### config.mk
export PLATFORM = sky130hd
export DESIGN_NAME = frame_window
export DESIGN_NICKNAME = d
export VERILOG_FILES = /design/src/rtl/frame_window.sv
export SDC_FILE = /design/constraint.sdc
export NUM_CORES = 1
export LEC_CHECK = 0
export CAP_MARGIN = 10
export CORE_MARGIN = 2
export CORE_UTILIZATION = 50
export CTS_BUF_LIST = sky130_fd_sc_hd__clkbuf_8
export CTS_CLUSTER_DIAMETER = 40
export DETAILED_ROUTE_END_ITERATION = 7
export PLACE_DENSITY = 0.68
export SYNTH_ARGS = -nofsm -noshare
export SYNTH_HDL_FRONTEND = slang
export SYNTH_SLANG_ARGS = --single-unit
### constraint.sdc
create_clock -name clk -period 9.5 [get_ports clk]
set_input_delay 1.9 -clock clk [delete_from_list [all_inputs] [get_ports clk]]
set_output_delay 1.9 -clock clk [all_outputs]
set_load 0.05 [all_outputs]
### src/rtl/frame_window.sv
// Streaming window multiplier: each sample is scaled by an external ROM coefficient picked by its
// position in the frame. The result is rounded half-up and saturated.
module frame_window #(
    parameter int DATA_W    = 16,
    parameter int COEF_W    = 16,
    parameter int FRAME_LEN = 512,
    parameter int SYMMETRIC = 1,
    parameter int ADDR_W    = 10
) (
    input  logic              clk,
    input  logic              rst,
    input  logic              in_valid,
    output logic              in_ready,
    input  logic [DATA_W-1:0] in_data,
    input  logic              frame_sync,
    output logic [ADDR_W-1:0] coef_addr,
    input  logic [COEF_W-1:0] coef_in,
    output logic              out_valid,
    input  logic              out_ready,
    output logic [DATA_W-1:0] out_data,
    output logic              out_first,
    output logic              out_last
);

    localparam int PW = DATA_W + COEF_W + 1;
    localparam logic [PW:0] RND = (PW + 1)'(1) << (COEF_W - 1);
    localparam logic signed [PW:0] MAXV = {{(PW - DATA_W + 2){1'b0}}, {(DATA_W - 1){1'b1}}};
    localparam logic signed [PW:0] MINV = ~MAXV;

    logic              adv;
    logic              accept;
    logic [ADDR_W-1:0] idx;
    logic [ADDR_W-1:0] eff_idx;
    logic [ADDR_W-1:0] idx_nxt;
    logic [ADDR_W-1:0] addr_nxt;

    logic              s1_valid, s1_first, s1_last;
    logic [DATA_W-1:0] s1_data;
    logic              s2_valid, s2_first, s2_last, s2_coef_ok;
    logic [DATA_W-1:0] s2_data;
    logic [COEF_W-1:0] s2_coef;
    logic              s3_valid, s3_first, s3_last;
    logic [DATA_W-1:0] s3_data;
    logic [COEF_W-1:0] s3_coef;

    logic signed [PW-1:0] prod;
    logic signed [PW:0]   rnd;
    logic signed [PW:0]   shf;
    logic [DATA_W-1:0]    res;

    assign adv      = !out_valid || out_ready;
    assign in_ready = adv;
    assign accept   = in_valid && adv;

    assign eff_idx = frame_sync ? '0 : idx;

    always_comb begin
        idx_nxt = idx + ADDR_W'(1);
        if (frame_sync || idx == ADDR_W'(FRAME_LEN - 1)) begin
            idx_nxt = '0;
        end
    end

    // The symmetric ROM stores the first half only; the second half mirrors back onto it.
    always_comb begin
        addr_nxt = eff_idx;
        if (SYMMETRIC != 0 && eff_idx >= ADDR_W'(FRAME_LEN / 2)) begin
            addr_nxt = ADDR_W'(FRAME_LEN - 1) - eff_idx;
        end
    end

    assign prod = $signed({{(COEF_W + 1){s3_data[DATA_W-1]}}, s3_data})
                * $signed({{DATA_W{1'b0}}, 1'b0, s3_coef});
    assign rnd  = {prod[PW-1], prod} + RND;
    assign shf  = rnd >>> COEF_W;

    always_comb begin
        if (shf > MAXV) begin
            res = MAXV[DATA_W-1:0];
        end else if (shf < MINV) begin
            res = MINV[DATA_W-1:0];
        end else begin
            res = shf[DATA_W-1:0];
        end
    end

    always_ff @(posedge clk) begin
        if (rst) begin
            idx        <= '0;
            coef_addr  <= '0;
            s1_valid   <= 1'b0;
            s2_valid   <= 1'b0;
            s2_coef_ok <= 1'b0;
            s3_valid   <= 1'b0;
            out_valid  <= 1'b0;
            out_data   <= '0;
            out_first  <= 1'b0;
            out_last   <= 1'b0;
        end else begin
            // coef_in is only valid on the first edge after a sample enters S2; keep it during a stall.
            if (s2_valid && !s2_coef_ok) begin
                s2_coef_ok <= 1'b1;
            end
            if (adv) begin
                s1_valid   <= accept;
                s2_valid   <= s1_valid;
                s2_coef_ok <= 1'b0;
                s3_valid   <= s2_valid;
                out_valid  <= s3_valid;
                out_data   <= res;
                out_first  <= s3_first;
                out_last   <= s3_last;
                if (accept) begin
                    idx       <= idx_nxt;
                    coef_addr <= addr_nxt;
                end
            end
        end
    end

    always_ff @(posedge clk) begin
        if (s2_valid && !s2_coef_ok) begin
            s2_coef <= coef_in;
        end
        if (adv) begin
            if (accept) begin
                s1_data  <= in_data;
                s1_first <= (eff_idx == '0);
                s1_last  <= (eff_idx == ADDR_W'(FRAME_LEN - 1));
            end
            s2_data  <= s1_data;
            s2_first <= s1_first;
            s2_last  <= s1_last;
            s3_data  <= s2_data;
            s3_coef  <= s2_coef_ok ? s2_coef : coef_in;
            s3_first <= s2_first;
            s3_last  <= s2_last;
        end
    end

endmodule

Yosys cells after proc, flatten, opt, wreduce, memory -nomap -nowiden. Index checks and enable logic that the tools add are counted.

Add/subtract/negate cells: 3. Multipliers: 1. Order comparisons: 3. Eq/ne operators: 2. Muxes and demuxes: 6. Reductions and logical operators: 9.

Operator list (count): $mux 16 (3); $add 33x17->34 const B (1); $mul 16x17->33 (1); $mux 10 (3); $eq 10x9->1 const B (2); $gt 18x16->1 const B (1); $lt 18x16->1 const B (1); $add 10x1->10 const B (1); $ge 10x9->1 const B (1); $logic_not 10->1 (1); $sub 9x10->10 const A (1); $logic_and 1x1->1 (2); $logic_not 1->1 (2); $logic_or 1x1->1 (2); $reduce_and 2->1 (1); $reduce_or 2->1 (1).

Flip-flop bits (word level): 129. Input port bits: 37. Output and inout port bits: 30. Logic and storage cells: 45.

Logic depth before layout (Yosys ltp).
Word-level depth: 5. Mapped depth: 25. Depth with buffers taken out: 22.

Least setup slack after synthesis. OpenSTA, ideal clock, no wires.

Path type: input -> output. From: input out_ready. To: output in_ready. Data arrival time: 4.236 ns. Required time: 7.600 ns. Path slack: 3.364 ns. Stages: 4. Buffers on the path: 2. Path through: nor2b_1 > buf_2 > inv_2 > clkbuf_1.

Cells in the longest elaborated chain, start to end: 1.

Ends and longest elaborated chain: from (decl) (line 19) `input logic out_ready,`; $logic_or 1x1->1 (line 51) `assign adv = !out_valid || out_ready;`; to (decl) (line 13) `output logic in_ready,`.

Every way passes these cells.

Worst setup path after layout.
From: register s3_data[4]. To: register out_data[7].

Cells in the longest elaborated chain, start to end: 5. Elaborated cells between the ends (all ways): 6. Those cells by class: 1 x add/sub; 1 x mul; 2 x order compare; 2 x mux.

Ends and longest elaborated chain: from (decl) (line 43) `logic [DATA_W-1:0] s3_data;`; from (signal assigned) (line 134) `s3_data <= s2_data;`; $mul 16x17->33 (*) (line 73) `* $signed({{DATA_W{1'b0}}, 1'b0, s3_coef});`; $add 33x17->34 (*) (line 74) `assign rnd = {prod[PW-1], prod} + RND;`; $lt 18x16->1 (line 80) `end else if (shf < MINV) begin`; $mux 16 (line 80); $mux 16 (*) (line 78) `if (shf > MAXV) begin`; to (signal assigned) (line 110) `out_data <= res;`; to (decl) (line 20) `output logic [DATA_W-1:0] out_data,`.

Every way passes the cells marked *; elsewhere a longest branch is shown, timed or not. A chain may end at the register's enable or synchronous reset.

==> key figures <==
Outcome
  – Status: finished, final reports clean

Setup path
  – Worst Path Class, Setup: reg2reg
  – WP data required: 9860 ps
  – Critical Path End Type: flop
  – CP Max Fanout: 16
  – CP max stage delay: between 600 and 700 ps
  – Worst endpoint data arrival time: 7320 ps
  – Crit-path cells: and2_1, fa_1, inv_1, fa_1, fa_1, inv_1, fa_1, fa_1, inv_1, fa_1, inv_1, ha_1, a21oi_1, o21ai_0, a2111oi_0, o211a_1, a22oi_2, xnor2_1, o21ai_2, o21ai_1, a211oi_1
  – Slowest CP cell: edfxtp_1
  – CP Launch Type: flop
  – CP most frequent cell: fa_1

Clock network
  – CTS tree: built
  – Clock Sinks: 129
  – Resize count post-CTS: 0
  – Clock Pin Slew Worst Setup and Hold Paths: 80 ps
  – Post-CTS setup buffers: 0
  – Root Buffer: clkbuf_8
  – Cts hold-fix bufs: 0
  – H-tree depth: 4
  – Clk_lat worst skew: 450 ps
  – CTS buffer count: 17
  – Clock buffer depth: 2

Job
  – Max Cap Viol: 0

STA
  – RSZ-0062 raised after global routing: no
  – Max frequency: 0.1436 GHz
  – Endpoints failing hold: 0
  – Sum Neg Setup Slack: 0 ps
  – Worst Setup Slack, final: 2535 ps
  – Period utilisation layout: about three quarters
  – Slew HR: between 20 and 30%
  – Final Max Tran Viols: 0
  – Slew @ Worst Pin: 1076 ps
  – Layout Skew: 12.93 ps
  – Final setup fails: 0
  – Period minus WS final: 6965 ps

Detailed routing
  – Pre-antenna DRT Iters: 5
  – DR WL/cell: ~17 um
  – Vias: 9,122
  – Drt drc: 0
  – Routed wire length: 28.45 mm
  – Starting DRT DRC Count: roughly 510
  – Antenna violation net count after detailed routing: 0
  – Via density: 5.360

Cells and area
  – Most common cell after layout, fill and taps aside: inv_1
  – Reg area: 3443 sq um
  – Layout Cells excl Fill: roughly 1,700
  – Area occupied by multi-input gates: 8843 sq um
  – Fill count: 2,332
  – Fin nets: 1,709
  – Share of cells above drive strength 1: 6.657%
  – Antenna Cells: 0
  – Most frequent cells in the layout: inv_1, fa_1, nand2_1
  – Final Core Density: 56.09%
  – Area Overhead vs Synth: 9.578%

Placement
  – Port bufs: 66
  – Placement Setup Slack: 2577 ps
  – RePlAce Congestion: 0.8878
  – HPWL after detailed placement: 21.85 mm
  – Placed Instances: 1,670

Yosys
  – Synth Area per Inst: 10.20 sq um
  – Seq/Total Area, Yosys: 25.67%
  – Async SR Flop Fraction: 0%
  – Post-Syn Area: 13,420 sq um
  – Top_reg_cell synth: edfxtp_1
  – Net Count, Synth: 1,670
  – Synthesis Warnings: 0
  – Distinct cell type count after synthesis: 64
  – Post-Synthesis Cells: 1,315
  – Post-synth EDFFs: 86
  – Post-synthesis register bit count: approximately 130

Global route
  – Gr ovfl total: 0
  – Vias in the first global route: 9,630
  – Largest net degree at the start of global routing: 77
  – Antenna violations before repair: 0
  – First-pass GRT wire length: about 47 mm
  – GRT Overall Usage: 21.32%

Floorplan
  – Die width: 167.8 um
  – DIE AREA: between 20,000 and 30,000 sq um
  – Core area: roughly 26,000 sq um
  – Vert. Die Dim: 167.8 um
  – # rows: 59
  – Starting Density: 51.19%
  – # IOs: 67

Min path
  – Min-Delay Path Class: reg2reg
[metrics by stage]
| step | hold slack, ps | cell area (sq um) |
|---|---|---|
| floorplan | 400.3 | 13420 |
| global placement | 400.7 | 14310 |
| detailed placement | 404.5 | 14310 |
| CTS | 420.5 | 14700 |
| global route | 429.1 | 14700 |
| finish | 418.0 | 14700 |
[flip-flops by register name, indices dropped and copies added, names as in the netlist, 10 cells and up]
signal     count
s3_coef       16
s2_coef       16
out_data      16
s3_data       16
s1_data       16
s2_data       16
idx           10
coef_addr     10
[worst max-delay path, delay by kind of cell (launching register included)]
family | cells | cell delay, ps
xor+xnor | 1 | 180
compound gates | 8 | 2150
fa+ha+maj | 7 | 3350
flops | 1 | 690
buf+inv | 4 | 200
simple gates | 1 | 310
[area by class of cell]
type / count / share of cell area, %
Clock buffer: 19 / 1.779
Inverter: 244 / 6.230
Tap cell: 335 / 2.851
Sequential cell: 129 / 23.42
Multi-Input combinational cell: 892 / 60.16
Timing Repair Buffer: 70 / 4.698
Clock inverter: 13 / 0.8596
[path summary, 6_finish.rpt]
| check | endpoint | depth (start not counted) | start | slack, ps |
|---|---|---|---|---|
| worst max-delay path | out_data[7]$_SDFFE_PP0N_ | 21 | s3_data[4]$_DFFE_PN_ | 2540 |
| worst min-delay path | s3_data[10]$_DFFE_PN_ | 0 | s2_data[10]$_DFFE_PN_ | 420 |
| worst max register to register | out_data[7]$_SDFFE_PP0N_ | 21 | s3_data[4]$_DFFE_PN_ | 2540 |
| worst min register to register | s3_data[10]$_DFFE_PN_ | 0 | s2_data[10]$_DFFE_PN_ | 420 |
[cells in the mapped netlist (3+ instances only)]
cell type	count	area, sq um
and2_1	120	750.7
a21o_1	6	45.04
and3_1	6	37.54
nand2b_1	6	37.54
nand4_1	8	50.05
xnor2_1	17	148.9
dfxtp_1	43	860.8
fa_1	193	3864
mux2_2	16	180.2
inv_1	243	912.1
clkbuf_1	43	161.4
xor2_1	12	105.1
or2_2	3	18.77
a21oi_1	34	170.2
o21ai_1	4	20.02
edfxtp_1	86	2582
o21a_1	7	52.55
nor3_1	10	50.05
a22oi_1	8	60.06
a211oi_2	11	137.6
nor2_1	51	191.4
a211oi_1	9	67.56
nand2_1	152	570.6
nand2_2	9	56.30
nor2b_1	14	87.58
nand3_1	9	45.04
o21ai_0	13	65.06
or3_1	4	25.02
a21oi_2	3	26.28
ha_1	125	1564
[per-layer routing]
metal	share of wire, %	global-route usage [%]
met5	0	0
met4	2.6	7.902
met3	5.0	2.656
met2	52	38.21
met1	40	26.48
[kinds of logic after synthesis]
| group | after synthesis | share of synthesized area, % |
|---|---|---|
| fa+ha+maj | 318 | 40.46 |
| buf+inv | 294 | 8.413 |
| xor+xnor | 30 | 2.015 |
| simple gates | 403 | 15.03 |
| compound gates | 123 | 6.930 |
| mux | 18 | 1.492 |
| flops | 129 | 25.67 |
Power is left out: the tool's default activity adds up to more than one toggle a clock period on the data nets, which glitch-free logic cannot reach.
